==> config.mk <==
export PLATFORM = sky130hd
export DESIGN_NAME = dvp_pattern_tx
export DESIGN_NICKNAME = d
export VERILOG_FILES = /design/src/rtl/dvp_pkg.sv /design/src/rtl/dvp_pattern_src.sv /design/src/rtl/dvp_pattern_tx.sv
export SDC_FILE = /design/constraint.sdc
export NUM_CORES = 1
export LEC_CHECK = 0
export ABC_AREA = 1
export CAP_MARGIN = 10
export CORE_MARGIN = 3
export CORE_UTILIZATION = 57
export DETAILED_ROUTE_END_ITERATION = 10
export PLACE_DENSITY = 0.81
export SYNTH_ARGS = -nofsm -noshare
export SYNTH_HDL_FRONTEND = slang
export SYNTH_SLANG_ARGS = --single-unit
==> constraint.sdc <==
create_clock -name clk -period 2.4 [get_ports clk]
set_input_delay 0.24 -clock clk [delete_from_list [all_inputs] [get_ports clk]]
set_output_delay 0.24 -clock clk [all_outputs]
set_load 0.01 [all_outputs]
==> src/rtl/dvp_pkg.sv <==
// Shared types and constants for the DVP test-pattern transmitter.
package dvp_pkg;

  typedef enum logic [2:0] {
    IDLE,
    VSYNC,
    VBP,
    ACTIVE,
    VFP
  } state_t;

  typedef enum logic [1:0] {
    MODE_BARS  = 2'd0,
    MODE_GRAD  = 2'd1,
    MODE_CHECK = 2'd2,
    MODE_SOLID = 2'd3
  } mode_t;

  // Index 0 is the leftmost bar; packed concatenation lists index 7 first.
  localparam logic [7:0][15:0] BAR_RGB = {
    16'h0000, 16'h001F, 16'hF800, 16'hF81F,
    16'h07E0, 16'h07FF, 16'hFFE0, 16'hFFFF
  };

endpackage

==> src/rtl/dvp_pattern_src.sv <==
// Combinational RGB565 pixel generator for the selected test pattern.
module dvp_pattern_src
  import dvp_pkg::*;
#(
  parameter int CHECK_LOG2 = 5
) (
  input  mode_t       mode,
  input  logic [15:0] x,
  input  logic [15:0] y,
  input  logic [2:0]  bar,
  input  logic [4:0]  frame_count,
  input  logic [15:0] solid,
  output logic [15:0] pixel
);

  // Only some coordinate bits feed the patterns, depending on CHECK_LOG2.
  logic unused_bits;
  assign unused_bits = ^{x, y};

  always_comb begin
    pixel = '0;
    case (mode)
      MODE_BARS:  pixel = BAR_RGB[bar];
      MODE_GRAD:  pixel = {x[7:3], y[7:2], frame_count};
      MODE_CHECK: pixel = (x[CHECK_LOG2] ^ y[CHECK_LOG2]) ? 16'hFFFF : 16'h0000;
      default:    pixel = solid;
    endcase
  end

endmodule

==> src/rtl/dvp_pattern_tx.sv <==
// OV7670-style DVP transmitter: frame timing FSM, slot/line/bar counters and
// registered camera outputs, with cam_pclk = clk/2.
module dvp_pattern_tx
  import dvp_pkg::*;
#(
  parameter int H_ACTIVE    = 640,
  parameter int V_ACTIVE    = 480,
  parameter int H_BLANK     = 144,
  parameter int VSYNC_LINES = 3,
  parameter int VBP_LINES   = 17,
  parameter int VFP_LINES   = 10,
  parameter int CHECK_LOG2  = 5
) (
  input  logic        clk,
  input  logic        rst,
  input  logic        enable,
  input  logic [1:0]  mode,
  input  logic [15:0] solid_rgb,
  output logic        cam_pclk,
  output logic        cam_vsync,
  output logic        cam_href,
  output logic [7:0]  cam_data,
  output logic        frame_start,
  output logic [15:0] frame_count,
  output logic        busy
);

  localparam int LINE_SLOTS = 2 * H_ACTIVE + H_BLANK;
  localparam int SLOT_W     = $clog2(LINE_SLOTS + 1);
  localparam int LINE_W     = $clog2(VSYNC_LINES + VBP_LINES + V_ACTIVE + VFP_LINES + 1);
  localparam int BAR_W      = (H_ACTIVE / 8 > 0) ? H_ACTIVE / 8 : 1;
  localparam int BAR_CW     = (BAR_W > 1) ? $clog2(BAR_W) : 1;

  localparam logic [SLOT_W-1:0] LAST_SLOT    = SLOT_W'(LINE_SLOTS - 1);
  localparam logic [SLOT_W-1:0] ACT_SLOTS    = SLOT_W'(2 * H_ACTIVE);
  localparam logic [BAR_CW-1:0] LAST_BAR_PIX = BAR_CW'(BAR_W - 1);

  // Next frame segment, skipping any segment configured with zero lines.
  function automatic state_t seg_after(state_t s);
    state_t n;
    n = IDLE;
    case (s)
      IDLE:    n = (VSYNC_LINES != 0) ? VSYNC : (VBP_LINES != 0) ? VBP :
                   (V_ACTIVE != 0) ? ACTIVE : (VFP_LINES != 0) ? VFP : IDLE;
      VSYNC:   n = (VBP_LINES != 0) ? VBP : (V_ACTIVE != 0) ? ACTIVE :
                   (VFP_LINES != 0) ? VFP : IDLE;
      VBP:     n = (V_ACTIVE != 0) ? ACTIVE : (VFP_LINES != 0) ? VFP : IDLE;
      ACTIVE:  n = (VFP_LINES != 0) ? VFP : IDLE;
      default: n = IDLE;
    endcase
    return n;
  endfunction

  function automatic logic [LINE_W-1:0] last_line(state_t s);
    logic [LINE_W-1:0] l;
    l = '0;
    case (s)
      VSYNC:   l = LINE_W'(VSYNC_LINES - 1);
      VBP:     l = LINE_W'(VBP_LINES - 1);
      ACTIVE:  l = LINE_W'(V_ACTIVE - 1);
      VFP:     l = LINE_W'(VFP_LINES - 1);
      default: l = '0;
    endcase
    return l;
  endfunction

  logic              phase;
  state_t            state_q, state_n;
  logic [SLOT_W-1:0] slot_q, slot_n;
  logic [LINE_W-1:0] line_q, line_n;
  logic [2:0]        bar_idx_q, bar_idx_n;
  logic [BAR_CW-1:0] bar_cnt_q, bar_cnt_n;
  mode_t             mode_q, mode_sel;
  logic [15:0]       solid_q, solid_sel;
  logic [15:0]       fc_n;
  logic              start, frame_end, busy_n;
  logic              vsync_n, href_n;
  logic [7:0]        data_n;
  logic [15:0]       pixel;

  assign cam_pclk = phase;

  // Position of the slot to be emitted at the coming slot boundary.
  always_comb begin
    state_n   = state_q;
    slot_n    = slot_q;
    line_n    = line_q;
    bar_idx_n = bar_idx_q;
    bar_cnt_n = bar_cnt_q;
    start     = 1'b0;
    frame_end = 1'b0;
    if (state_q == IDLE) begin
      start = enable;
    end else if (slot_q != LAST_SLOT) begin
      slot_n = slot_q + 1'b1;
    end else begin
      slot_n = '0;
      if (line_q != last_line(state_q)) begin
        line_n = line_q + 1'b1;
      end else begin
        line_n  = '0;
        state_n = seg_after(state_q);
        if (state_n == IDLE) begin
          frame_end = 1'b1;
          start     = enable;
        end
      end
    end
    if (start) begin
      state_n = seg_after(IDLE);
      slot_n  = '0;
      line_n  = '0;
    end
    if (slot_n == '0) begin
      bar_idx_n = '0;
      bar_cnt_n = '0;
    end else if (!slot_n[0]) begin
      if (bar_cnt_q == LAST_BAR_PIX) begin
        bar_cnt_n = '0;
        bar_idx_n = bar_idx_q + 3'd1;
      end else begin
        bar_cnt_n = bar_cnt_q + 1'b1;
      end
    end
    fc_n      = frame_end ? frame_count + 16'd1 : frame_count;
    busy_n    = start | (busy & ~frame_end);
    mode_sel  = start ? mode_t'(mode) : mode_q;
    solid_sel = start ? solid_rgb : solid_q;
  end

  dvp_pattern_src #(
    .CHECK_LOG2 (CHECK_LOG2)
  ) u_src (
    .mode        (mode_sel),
    .x           (16'(slot_n >> 1)),
    .y           (16'(line_n)),
    .bar         (bar_idx_n),
    .frame_count (fc_n[4:0]),
    .solid       (solid_sel),
    .pixel       (pixel)
  );

  always_comb begin
    vsync_n = (state_n == VSYNC);
    href_n  = (state_n == ACTIVE) && (slot_n < ACT_SLOTS);
    data_n  = '0;
    if (href_n) data_n = slot_n[0] ? pixel[7:0] : pixel[15:8];
  end

  // Slot boundary: the edge where phase returns to 0, one clk before pclk rises.
  always_ff @(posedge clk) begin
    if (rst) begin
      phase       <= 1'b0;
      state_q     <= IDLE;
      slot_q      <= '0;
      line_q      <= '0;
      bar_idx_q   <= '0;
      bar_cnt_q   <= '0;
      mode_q      <= MODE_BARS;
      solid_q     <= '0;
      cam_vsync   <= 1'b0;
      cam_href    <= 1'b0;
      cam_data    <= '0;
      frame_start <= 1'b0;
      frame_count <= '0;
      busy        <= 1'b0;
    end else begin
      phase       <= ~phase;
      frame_start <= phase & start;
      if (phase) begin
        state_q     <= state_n;
        slot_q      <= slot_n;
        line_q      <= line_n;
        bar_idx_q   <= bar_idx_n;
        bar_cnt_q   <= bar_cnt_n;
        cam_vsync   <= vsync_n;
        cam_href    <= href_n;
        cam_data    <= data_n;
        frame_count <= fc_n;
        busy        <= busy_n;
        if (start) begin
          mode_q  <= mode_sel;
          solid_q <= solid_sel;
        end
      end
    end
  end

endmodule

==> run summary, run 1 <==
The run finished, with violations left. The final reports fail on setup timing. A synthesized cell averages 6.60 um^2.

The clock arrives with 0.0155 ns of skew. The static power due to leakage was 2.59 nW. The logs give 2.78 ns for the data arrival time of the worst path and 6160 um^2 for the cell area after layout. For the DRC violation count after routing, the log shows 0. For the hold violation count in the final report, the log shows 0.

The post-synthesis instance area was 4560 um^2. The dominant register cell in the synthesized netlist was dfxtp_1. The tools report the clock net sink count as 80. After layout, the worst path uses 103% of the clock period.

In this run the worst hold path is classified as primary input to flip-flop. Input and output buffers added on the ports amount to 49. After synthesis, flip-flops and latches occupy 35.1% of the total area. The critical path starts at state_q[2]. Pin placement for this block handled 50 I/O pins. The clock-pin slew on the worst setup and hold paths came out at 0.09 ns.

The die is 95.5 um tall. The worst setup path is launched from a flip-flop. The total overflow left after global routing is 0. Of all flip-flops after synthesis, the portion carrying an async set or reset was 0%.

The count of nets left with antenna violations once routing finished came out at 0. TritonCTS built the clock tree. The shortest clock period the worst path allows after layout was 2.48 ns; the iteration count of the initial detailed-routing pass was 8.

The number of buffers created by CTS is 9, and the number of flops mapped to enable cells by yosys is 0. After detailed routing, the total wire length is 14,500 um. Counting flops and latches in the post-synthesis netlist gives 80.

Number of max-slew violations in the final report: 0. The number of vias per cell after detailed routing is 5.81, and the hold-fix buffer count after cts is 0. The maximum clock frequency is 403 MHz, and the number of distinct library cells after synthesis is 44. The core region is 7770 um^2.

The layout has 525 filler cells. STA puts the critical path data required time at 2.70 ns. After floorplanning, the core was divided into 32 placement rows.

The floorplan step defined a die boundary enclosing 9120 um^2. In the final layout, the share of cells above drive strength 1 is 24.6%. The area growth from synthesis to layout was 35.1%; the total power draw was 2.87 mW. The per-cell routed wire length came out at 16.1 um. The critical path is of the flip-flop to flip-flop type. For the number of H-tree levels, the log shows 3.

The placed instances occupy a cell area of 5390 um^2. The critical register-to-register path startpoint was state_q[2]. The leading cell type in the layout, fill and taps excluded was nand2_1. In this run the worst path has a maximum fanout of 7. The number of antenna violations at the first check in global routing is 0, and the post-synthesis cell count is 692.

The worst IR drop on VDD is 0.000343 V. The worst setup path is captured at a flip-flop. Routability-driven placement finished with a final weighted congestion of 0.968.

The tools report the initial DRC count as 430. The number of antenna diodes in the final layout is 0. The global-route wire length before repair was 20,800 um. The root buffer cell was clkbuf_8. After legalization and detailed placement, the total HPWL measured 9560 um. The run gives 5,243 as the total via count in the routed design. In the final design database the tool counted 822 nets.

The die is 95.5 um wide. Setup violations remaining at the end of the flow were counted as 12. The power per unit of standard cell area was 466 nW/um^2.

Entering global routing, the biggest net connects 21 pins. Setup repair after global routing could not meet its margin everywhere. The number of maximum-capacitance constraint violations was 0; the worst-case headroom to the max-slew limit was 49.1%.

In this run the most critical hold path is launched from solid_rgb[2]. For this run, the total global-route usage over all layers was measured as 28.7%. The initial utilization of the core area, before any placement, comes to 58.8%. In the layout the commonest cells are nand2_1, inv_1, dfxtp_1, nor2_1, buf_4. At the pin with the least slew margin, the transition time is 0.763 ns. The worst-case setup margin in the final layout was -0.0800 ns. When the netlist entered floorplanning its net count stood at 718.

No sink is reached through more buffers than the 2 on the longest clock path. Clock latency on the worst-skew pair, taken at its later pin, is 0.37 ns. For the number of warnings printed during yosys synthesis, the log shows 0. The run gives 4,535 as the number of global-route vias before repair.
## area by class of cell
type / count / area, um^2 / share of cell area [%]
Clock inverter: 6 / 48.8 / 0.792
Tap cell: 102 / 128 / 2.07
Timing Repair Buffer: 109 / 956 / 15.5
Multi-Input combinational cell: 501 / 2890 / 46.8
Timing Repair inverter: 1 / 6.26 / 0.101
Clock buffer: 10 / 138 / 2.23
Inverter: 94 / 382 / 6.19
Sequential cell: 80 / 1620 / 26.3
## critical path, cell delays in order, from the launching register on
cell	delay [ns]
dfxtp_4	0.38
inv_8	0.07
nand2_1	0.07
nand2_1	0.08
nand2_1	0.07
nor2_2	0.10
nand2_2	0.07
nor2_4	0.14
nand2_2	0.10
nor2_4	0.23
buf_4	0.15
nand2_1	0.06
o211ai_2	0.11
nand4_1	0.14
nor2_2	0.15
nand2_2	0.12
nor2_1	0.14
nand2_1	0.07
o21ai_1	0.12
## cell families (layout without fill, tap and decap cells)
group | after synthesis | count (layout) | synth area share, %
AOI/OAI and AO/OA | 113 | 113 | 14.6
xor gates and xnor gates | 8 | 8 | 1.54
adders and majority gates | 5 | 5 | 1.37
buffers and inverters | 112 | 220 | 9.70
DFF | 80 | 80 | 35.1
muxes | 1 | 1 | 0.219
and+or+nand+nor | 373 | 374 | 37.4
## synthesized netlist by cell type, types with 10 or more instances
library cell    n  share of area, %
dfxtp_1        80                35
nand2_1       177                15
nand3_1        67               7.3
o22ai_1        18               2.5
inv_1          87               7.2
a21oi_1        25               2.7
nand4_1        14               1.9
clkbuf_1       10              0.82
nor2_1         76               6.2
o21ai_0        42               4.6
## worst paths after layout
| path | depth (start not counted) | slack [ns] | to |
|---|---|---|---|
| setup reg to reg | 18 | -0.08 | cam_data[2] |
| hold / removal | 3 | 0.40 | solid_q[2] |
| setup / recovery | 18 | -0.08 | cam_data[2] |
| hold reg to reg | 2 | 0.46 | cam_data[0] |
## per-layer routing
metal / track usage (%) / routed length, um / vias to the layer above
met1: 37.8 / 5580 / 2396
met2: 46.8 / 6990 / 291
met4: 10.8 / 662 / 0
met3: 5.29 / 1280 / 69
li1: - / - / 2487
met5: 0 / 0 / -
## sequential cells by signal, summed over array words and instances, names as in the netlist
register,count
cam_vsync,1
state_q,3
bar_idx_q,3
busy,1
line_q,9
cam_href,1
mode_q,2
frame_count,16
frame_start,1
cam_data,8
bar_cnt_q,7
cam_pclk,1
solid_q,16
slot_q,11
## report_power, final
| part | internal, mW | total (mW) | switching, mW |
|---|---|---|---|
| registers | 1.35 | 1.37 | 0.0196 |
| logic | 0.196 | 0.516 | 0.320 |
| clock network | 0.417 | 0.983 | 0.565 |
| total | 1.96 | 2.87 | 0.905 |
## through the flow
stage / util, % / instances / hold slack (ns) / setup slack (ns) / setup TNS (ns)
finish: 79.4 / 903 / 0.401 / -0.0800 / -0.348
global placement: 69.3 / 864 / 0.439 / -0.0744 / -0.413
floorplan: - / 692 / 0.343 / 0.199 / 0
detailed placement: 69.3 / 864 / 0.446 / -0.176 / -1.53
global route: 79.4 / 903 / 0.405 / -0.217 / -3.76
CTS: 72.7 / 886 / 0.398 / 0.00452 / 0
## what timing repair did
action,CTS,global route
setup endpoints to repair,26,40
cloned,0,2
resized for setup,9,126
pin swaps,4,33
buffers inserted,6,15
Power figures use the tool's default switching activity.
==> inputs of run 2 (changes only) <==
Settings changed: PLACE_DENSITY 0.81 to unset, PLACE_DENSITY_LB_ADDON set to 0.15.
==> run summary, run 2 (synthesis results as in run 1) <==
Clock net sink count: 80. The area of the placeable core is 7770 um^2. After detailed routing, the average wire length per cell comes to 15.6 um. The tools report the number of H-tree levels as 3.

The tools report the maximum buffer depth of the clock tree as 2. The slowest stage of the critical path is the dfxtp_2 cell. For the maximum clock frequency, the log shows 404 MHz. Share of final-layout standard cells stronger than drive strength 1: 23.6%.

Counting stages on the worst path, the most repeated cell is nand2_1. Leaving out fill and tap cells, the most frequent cells in the layout are nand2_1, inv_1, dfxtp_1, buf_4, nor2_1. The leading cell type in the layout, fill and taps excluded was nand2_1.

Clock-pin slew on the worst setup and hold paths: 0.09 ns. The total routing resource utilization after global routing is 29.7%. From left edge to right edge, the die measures 95.5 um.

The number of global-route vias before repair is 4,586, and the power per unit of standard cell area is 479 nW/um^2. Delay contributed by the slowest stage of the critical path: 0.34 ns. The later pin in the worst-skew pair is clocked with a latency of 0.37 ns. The startpoint identified for the worst register-to-register timing path is state_q[2].

Entering global routing, the biggest net connects 23 pins. In the final layout, the multi-input gates occupy 2770 um^2. For the pin with the worst max-slew slack, the measured transition is 0.387 ns. Setup repair after global routing could not meet its margin everywhere.

Global routing finished with a remaining overflow of 0. The final reports fail on setup timing. The die is 95.5 um tall. The number of maximum-capacitance constraint violations was 0; the data arrival time of the worst path was 2.75 ns. Number of standard-cell rows in the floorplan: 32.

The highest net fanout along the worst path came out at 8. The largest registers in the layout are frame_count: 16 flops, solid_q: 16 flops, slot_q: 11 flops. The logs give 0 for the DRC violation count after routing and 6 for the iteration count of the initial detailed-routing pass. The starting density of the core was 58.8%. Counting the buffers created by CTS gives 9. The HPWL after detailed placement is 9640 um.

The final clock period utilization by the worst path is 103%, and the total I/O pin count is 50. The floorplan step defined a die boundary enclosing 9120 um^2. The worst hold path begins at solid_rgb[3]. The antenna violation net count after detailed routing was 0; the antenna diode count was 0.

Number of vias per cell after detailed routing: 5.65. The startpoint kind of the worst setup timing path is a flip-flop. The hold-fix buffer count after cts was 0; the number of fill cells in the layout was 550.

The final wirelength came out at 14,300 um. Placement-stage worst setup slack: -0.0918 ns. For the static power due to leakage, the log shows 2.63 nW. The kind of critical path is flip-flop to flip-flop.

The hold violation count in the final report is 0, and the area growth from synthesis to layout is 35.3%. The worst setup path is captured at a flip-flop. The tools report the number of nets in the layout as 836. On the final layout, the worst clock skew is 0.0100 ns. TritonCTS built the clock tree. After the first detailed-routing iteration, the DRC count stood at 386.

The run gives -0.0779 ns as the worst-case setup margin in the final layout. The total via count in the routed design is 5,178, and the number of antenna violations at the first check in global routing is 0. The worst IR drop on VDD came out at 0.000385 V. After layout, the minimum clock period comes to 2.48 ns. The quantity of I/O buffers inserted on ports came out at 49. The signal on the critical path passes through inv_4 -> nand3_1 -> nand2_1 -> nand3_1 -> nor2_4 -> nand2_2 -> nor2_4 -> nand2_1 -> nand2_1 -> inv_1 -> nand3_1 -> nor2_1 -> nor2_1 -> nand2_1 -> nand2_1 -> nand2_1 -> nand3_1 -> nand2_1. The first global-routing pass estimated 21,300 um of wire.

The run gives 6180 um^2 as the cell area after layout. The run gives 0.947 as the global placer's final weighted congestion. The tools report the root buffer cell as clkbuf_8.

The tools report the total power draw as 2.96 mW. The flow ran to the end, but the final reports show violations. Measured against its own limit, the worst slew margin works out to 74.2%. Worst-case hold slack: 0.425 ns.

In this run the worst setup path begins at state_q[2]. Summing all placed instances gives a cell area of 5500 um^2. Summing all flip-flop and latch instances after layout gives 1610 um^2.

The setup check on the worst reg-to-reg path leaves a slack of -0.08 ns. The number of max-slew violations in the final report came out at 0. In this run the worst hold path is classified as primary input to flip-flop. At the worst endpoint, the required time is 2.67 ns. The run gives 9 as the final count of negative-setup-slack endpoints.
==> run 2: repair_timing <==
| action | CTS | global route |
|---|---|---|
| setup endpoints to repair | 13 | 33 |
| cloned | 0 | 0 |
| gates resized for setup | 14 | 82 |
| pin swaps | 5 | 24 |
| buffers inserted | 6 | 17 |
==> run 2: worst max-delay path, delay by kind of cell, from the launching register on <==
kind	cells	cell delay (ns)
buf+inv	2	0.21
flops	1	0.34
simple gates	16	1.81
==> run 2: worst paths after layout <==
| path | cells past startpoint | endpoint |
|---|---|---|
| min reg2reg | 2 | cam_href |
| min | 3 | solid_q[3] |
| max | 18 | cam_data[7] |
| max reg2reg | 18 | cam_data[7] |
==> run 2: routing by layer <==
layer	part of all wire (%)	track usage, %	wire (um)
met5	0	0	0
met4	3.1	11.5	449
met3	7.3	4.50	1040
met2	48	49.3	6880
met1	41	38.7	5930
==> run 2: where the power goes <==
group | switching (mW) | total [mW] | internal [mW]
clock network | 0.580 | 1.07 | 0.494
registers | 0.0183 | 1.37 | 1.35
logic | 0.307 | 0.510 | 0.203
==> run 2: per-stage QoR <==
stage	cells	utilization, %	setup TNS, ns
2_1_floorplan	692	-	0
3_3_place_gp	878	70.8	-0.0796
3_5_place_dp	878	70.8	-0.441
4_1_cts	900	74.5	0
5_1_grt	917	79.5	-2.54
6_report	917	79.5	-0.340
==> run 2: final cells by class <==
class	instances	share of cell area (%)
Clock buffer	9	2.01
Clock inverter	7	1.30
Inverter	94	5.98
Multi-Input combinational cell	500	44.8
Sequential cell	80	26.1
Tap cell	102	2.07
Timing Repair Buffer	125	17.7
==> RTL change 1 (config.mk and constraints of run 2) <==
Change the parameter `H_ACTIVE` from 640 to 1280.
--- a/src/rtl/dvp_pattern_tx.sv
+++ b/src/rtl/dvp_pattern_tx.sv
@@ -3,7 +3,7 @@
 module dvp_pattern_tx
   import dvp_pkg::*;
 #(
-  parameter int H_ACTIVE    = 640,
+  parameter int H_ACTIVE    = 1280,
   parameter int V_ACTIVE    = 480,
   parameter int H_BLANK     = 144,
   parameter int VSYNC_LINES = 3,
Formal check against the unedited RTL: same outputs for any inputs over 10 cycles, from zero or initial values and one cycle with rst high; that may be too few to reach the edited logic, so the function may still have changed.
==> RTL change 1 against run 2 <==
  * The run still ends with setup timing left
  * Power grew 1.0%
  * Wire length grew 19%
  * Clock skew is 6.1 ps higher
  * Die area is 2.7% higher
  * Setup slack got worse by 57 ps
  * Synthesized area is 2.9% higher
  * Core utilization increased by 6.8 points
  * Sequential cell count increased by 2
  * Final area up 9.7%
  * Global-route usage increased by 0.24 points
  * Critical path type unchanged
  * Largest power group unchanged
==> RTL change 1: results (changes against run 2) <==
Run status
Status: finished with violations (unchanged). Failing checks: setup timing (unchanged).

Timing
The relative max-transition margin was 0.3632 (was 0.7416). The worst clock skew came to 16.12 ps (was 10.02 ps). The final total negative setup slack was -1006 ps (was -340.4 ps).

The setup slack after layout is -135.0 ps (was -77.91 ps). The number of failing setup endpoints in the final timing report came to 17 (was 9).

Worst setup path
The cell type group with the largest total delay on the critical path is simple AND/OR/NAND/NOR gates (unchanged). The peak per-stage delay on the critical path was 430 ps (was 340 ps). The peak fanout along the critical path is 6 (was 8). The cell at the slowest stage of the critical path is dfxtp_1 (was dfxtp_2). The critical path data arrival time is 2840 ps (was 2750 ps).

Routing
The routed wire length is 16970 um (was 14300 um). The number of DRC markers after the initial detailed-route iteration is 478 (was 386). The via density per instance is 5.911 (was 5.647). The number of iterations in the first detailed-routing pass is 6 (unchanged).

Logic synthesis
The sequential fraction of the synthesis area was 0.3495 (was 0.3509). The average cell area after synthesis came to 6.578 um^2 (was 6.596 um^2). The adder and majority cell fraction of the synthesized area is 0.01332 (was 0.01371). The proportion of synthesized flip-flops having asynchronous set or reset is 0 (unchanged).

The net count of the mapped netlist is 740 (was 718). The number of unique standard cell types used by synthesis is 43 (was 44). The parity-gate share of the synthesized area counting xor and xnor cells was 0.02983 (was 0.01535). The synthesized-area fraction occupied by ao, oa, aoi and oai cells was 0.1625 (was 0.1464). The total of warnings raised by yosys is 0 (unchanged).

Top cells by area in the synthesized netlist: dfxtp_1 35%, nand2_1 14%, inv_1 7.3% (was dfxtp_1 35%, nand2_1 15%, nand3_1 7.3%). The post-synthesis mux area share is 0 (was 0.002193). Leading post-synthesis cells by instance count: 174 x nand2_1, 91 x inv_1, 83 x nor2_1 (was 177 x nand2_1, 87 x inv_1, 80 x dfxtp_1).

Pwr
The highest ir drop seen on vdd is 0.0004258 V (was 0.0003847 V). The internal power of the cells came to 0.002019 W (was 0.002050 W). The leakage power was 2.840 nW (was 2.625 nW).

Place
The total instance count after detailed placement came to 922 (was 878). The post-DP HPWL is 10390 um (was 9638 um). The final RePlAce weighted congestion was 0.9479 (was 0.9468).

Layout
The number of diodes added for antenna fixing is 0 (unchanged). The net count of the finished layout is 880 (was 836). Biggest registers after layout: frame_count x16, solid_q x16, slot_q x12 (was frame_count x16, solid_q x16, slot_q x11).

The fraction of final layout cells with drive strength greater than 1 is 0.3003 (was 0.2356). The number of standard cells in the final layout excluding fillers is 961 (was 917). The filler cell count came to 440 (was 550).

Clock network
The depth of the CTS H-tree was 3 (unchanged).

GRT
The maximum number of pins on one net before global-route repair is 28 (was 23). The first-pass GRT wire length came to 23540 um (was 21260 um). The global-route total usage across every layer is 0.2992 (was 0.2968). The via count of the first global-routing pass is 5117 (was 4586).
## RTL change 1: cell count changes in the layout (fill, tap and decap cells not counted), moves of 8 or more
| cell | delta |
|---|---|
| nand2_1 | -26 |
| nand2_2 | +21 |
| buf_6 | +16 |
| nand3_1 | -14 |
| buf_4 | +10 |
| o21ai_2 | +9 |
| o21ai_0 | -8 |
## RTL change 1: repair_timing
item                                    in CTS  in global routing
endpoints found under the hold margin        0                  0
gates cloned                                 0                  1
pin swaps                                   18                 47
buffers inserted                             9                 17
endpoints found under the setup margin      34                 47
resized for setup                           42                147
## RTL change 1: metrics by stage
stage | utilization | setup slack (ps) | total power [W] | cell area (um^2) | hold WS [ps]
3_5_place_dp | 0.7404 | -204.8 | 0.001892 | 5811 | 443.0
6_report | 0.8630 | -135.0 | 0.002985 | 6773 | 435.2
3_3_place_gp | 0.7404 | -81.30 | 0.001883 | 5811 | 444.7
4_1_cts | 0.7887 | -21.44 | 0.002838 | 6190 | 417.6
2_1_floorplan | - | 144.6 | 0.001694 | 4697 | 343.1
5_1_grt | 0.8630 | -319.1 | 0.003079 | 6773 | 447.4
## RTL change 1: final timing paths
kind	to	depth (start not counted)	start
setup / recovery	cam_data[5]	19	line_q[7]
hold / removal	solid_q[4]	3	solid_rgb[4]
setup reg to reg	cam_data[5]	19	line_q[7]
hold reg to reg	cam_data[1]	2	cam_data[1]
## RTL change 1: tightest hold or removal path: cells and delay by family
kind          cells  cell delay (ps)
buf+inv           1              410
simple gates      2              110
## RTL change 1: cell families (layout without fill, tap and decap cells)
kind of cell | after synthesis | after routing
buf+inv | 120 | 265
flops | 82 | 82
xor+xnor | 16 | 16
simple gates | 364 | 364
fa+ha+maj | 5 | 5
compound gates | 127 | 127
## RTL change 1: power by group through the flow
stage	Sequential, W	Combinational (W)	Clock (W)
3_5_place_dp	0.00144	0.000457	0
3_3_place_gp	0.00143	0.000450	0
6_report	0.00141	0.000607	0.000971
2_1_floorplan	0.00143	0.000261	0
5_1_grt	0.00141	0.000651	0.00102
4_1_cts	0.00140	0.000480	0.000953
## RTL change 1: cell type report
class                   count  area [um^2]  area share
clock buffers              10        127.6     0.01884
inverters                  98        391.6     0.05782
clock inverters             6        51.30    0.007574
multi-input cells         512         3078      0.4545
repair buffers            150         1334      0.1969
well taps                 102        127.6     0.01884
flip-flops and latches     82         1655      0.2444
repair inverters            1        7.507    0.001108
## RTL change 1: metal layers
metal,GRT usage,share of wire
met2,0.5287,0.49
met4,0.08315,0.051
met3,0.03965,0.090
met5,0,0
met1,0.3815,0.37
==> RTL change 2 (config.mk and constraints of run 2) <==
Without the edit above. The 5 states of `state_t` get a one-hot encoding in 5 bits.
--- a/src/rtl/dvp_pkg.sv
+++ b/src/rtl/dvp_pkg.sv
@@ -1,12 +1,12 @@
 // Shared types and constants for the DVP test-pattern transmitter.
 package dvp_pkg;
 
-  typedef enum logic [2:0] {
-    IDLE,
-    VSYNC,
-    VBP,
-    ACTIVE,
-    VFP
+  typedef enum logic [4:0] {
+    IDLE   = 5'b00001,
+    VSYNC  = 5'b00010,
+    VBP    = 5'b00100,
+    ACTIVE = 5'b01000,
+    VFP    = 5'b10000
   } state_t;
 
   typedef enum logic [1:0] {
Function: no difference found for any inputs over 10 cycles, from zero or initial values and one cycle with rst high; not proved beyond that.
==> RTL change 2 against run 2 <==
  * Setup slack worse by 160 ps
  * Sequential share of layout area shrank 1.0 points
  * Highest routed layer unchanged
  * Critical endpoint is now cam_data[0]
  * Synthesized area rose by 5.1%
  * Combinational power is 65% higher
  * Critical path type unchanged
  * First-iteration DRC count up 42%
  * Sequential cell count increased by 2
  * Final area increased by 6.7%
  * Critical path depth grew 1
  * Power is 6.7% higher
  * The flow still finishes with violations (setup timing)
  * Wire length up 10%
  * Fmax fell by 6.0%
==> RTL change 2: results (changes against run 2) <==
Run status
Status: finished with violations (unchanged). Failing checks: setup timing (unchanged).

Place
The post-DP HPWL was 10470 um (was 9638 um). The total instance count after detailed placement is 929 (was 878). The final RePlAce weighted congestion is 1.020 (was 0.9468). The area after detailed placement is 5868 um^2 (was 5503 um^2). The post-placement setup slack is -282.2 ps (was -91.79 ps).

Layout
The fraction of final layout cells with drive strength greater than 1 is 0.2500 (was 0.2356). The net count of the finished layout is 881 (was 836). The number of standard cells in the final layout excluding fillers is 962 (was 917).

Clock network
The cell chosen for the clock root is clkbuf_8 (unchanged). The number of buffers created by CTS is 9 (unchanged).

GRT
The met1 track demand over resource in global routing is 0.3797 (was 0.3867). The global-route total usage across every layer came to 0.3042 (was 0.2968). The first-pass GRT wire length is 24160 um (was 21260 um). The via count of the first global-routing pass came to 5201 (was 4586). The maximum number of pins on one net before global-route repair came to 23 (unchanged).

The met2 track demand over resource in global routing is 0.5092 (was 0.4933).

Routing
The number of DRC markers after the initial detailed-route iteration is 547 (was 386). The routed wire length was 15750 um (was 14300 um). The via count is 5704 (was 5178). The met3 routed wirelength is 1396 um (was 1041 um).

The routed wire length on met2 is 7433 um (was 6881 um).

Worst setup path
The peak fanout along the critical path is 7 (was 8). The critical path data arrival time is 2890 ps (was 2750 ps). The peak per-stage delay on the critical path is 410 ps (was 340 ps).

The cell at the slowest stage of the critical path is dfxtp_4 (was dfxtp_2).

Logic synthesis
The net count of the mapped netlist is 750 (was 718). Leading post-synthesis cells by instance count: 165 x nand2_1, 85 x inv_1, 82 x dfxtp_1 (was 177 x nand2_1, 87 x inv_1, 80 x dfxtp_1). The average cell area after synthesis is 6.628 um^2 (was 6.596 um^2). The synthesized-area fraction occupied by ao, oa, aoi and oai cells is 0.1546 (was 0.1464). The post-synthesis mux area share is 0.004172 (was 0.002193).

The adder and majority cell fraction of the synthesized area came to 0.01304 (was 0.01371). The sequential fraction of the synthesis area came to 0.3421 (was 0.3509). Top cells by area in the synthesized netlist: dfxtp_1 34%, nand2_1 13%, nand3_1 7.6% (was dfxtp_1 35%, nand2_1 15%, nand3_1 7.3%). The parity-gate share of the synthesized area counting xor and xnor cells is 0.02373 (was 0.01535).

Timing
The worst clock skew is 8.134 ps (was 10.02 ps). The number of failing setup endpoints in the final timing report is 29 (was 9). The final total negative setup slack was -2946 ps (was -340.4 ps). The relative max-transition margin is 0.7020 (was 0.7416). The setup slack after layout is -235.4 ps (was -77.91 ps).

Pwr
The highest ir drop seen on vdd is 0.0003439 V (was 0.0003847 V). The leakage power is 2.806 nW (was 2.625 nW). The switching portion of total power is 0.3364 (was 0.3063).
==> RTL change 2: kinds of logic after synthesis <==
kind of cell,after synthesis
and+or+nand+nor,379
AOI/OAI and AO/OA,126
buffers and inverters,117
DFF,82
xor gates and xnor gates,13
adders and majority gates,5
muxes,2
==> RTL change 2: final cells by class <==
cell class / instances / area [um^2]
multi-input cells: 526 / 3055
flip-flops and latches: 82 / 1655
fillers: 457 / 1335
repair buffers: 140 / 1219
inverters: 96 / 372.9
clock buffers: 11 / 131.4
well taps: 102 / 127.6
clock inverters: 5 / 31.28
==> RTL change 2: final timing paths <==
| check | to | slack, ps | cells after the start | from |
|---|---|---|---|---|
| hold / removal | solid_q[3] | 430 | 3 | solid_rgb[3] |
| setup / recovery | cam_data[0] | -240 | 19 | state_q[3] |
| setup reg to reg | cam_data[0] | -240 | 19 | state_q[3] |
| hold reg to reg | cam_data[1] | 450 | 2 | cam_data[1] |
==> RTL change 2: power by group through the flow <==
stage | Sequential [W] | Combinational [W] | Clock (W)
floorplan | 0.00145 | 0.000433 | 0
global placement | 0.00145 | 0.000670 | 0
detailed placement | 0.00145 | 0.000685 | 0
CTS | 0.00142 | 0.000751 | 0.000890
global route | 0.00143 | 0.000905 | 0.000962
finish | 0.00142 | 0.000844 | 0.000886
==> RTL change 2: worst max-delay path: cells and delay by family (launching register included) <==
family	cells	cell delay, ps
AND/OR/NAND/NOR	15	1540
flip-flops	1	410
buffers and inverters	3	350
AO/OA/AOI/OAI	1	250
==> RTL change 2: timing repair <==
| action | 4_1_cts | 5_1_grt |
|---|---|---|
| setup endpoints to repair | 28 | 50 |
| resized for setup | 56 | 75 |
| cloned | 1 | 0 |
| buffers inserted | 7 | 9 |
| pin swaps | 11 | 31 |
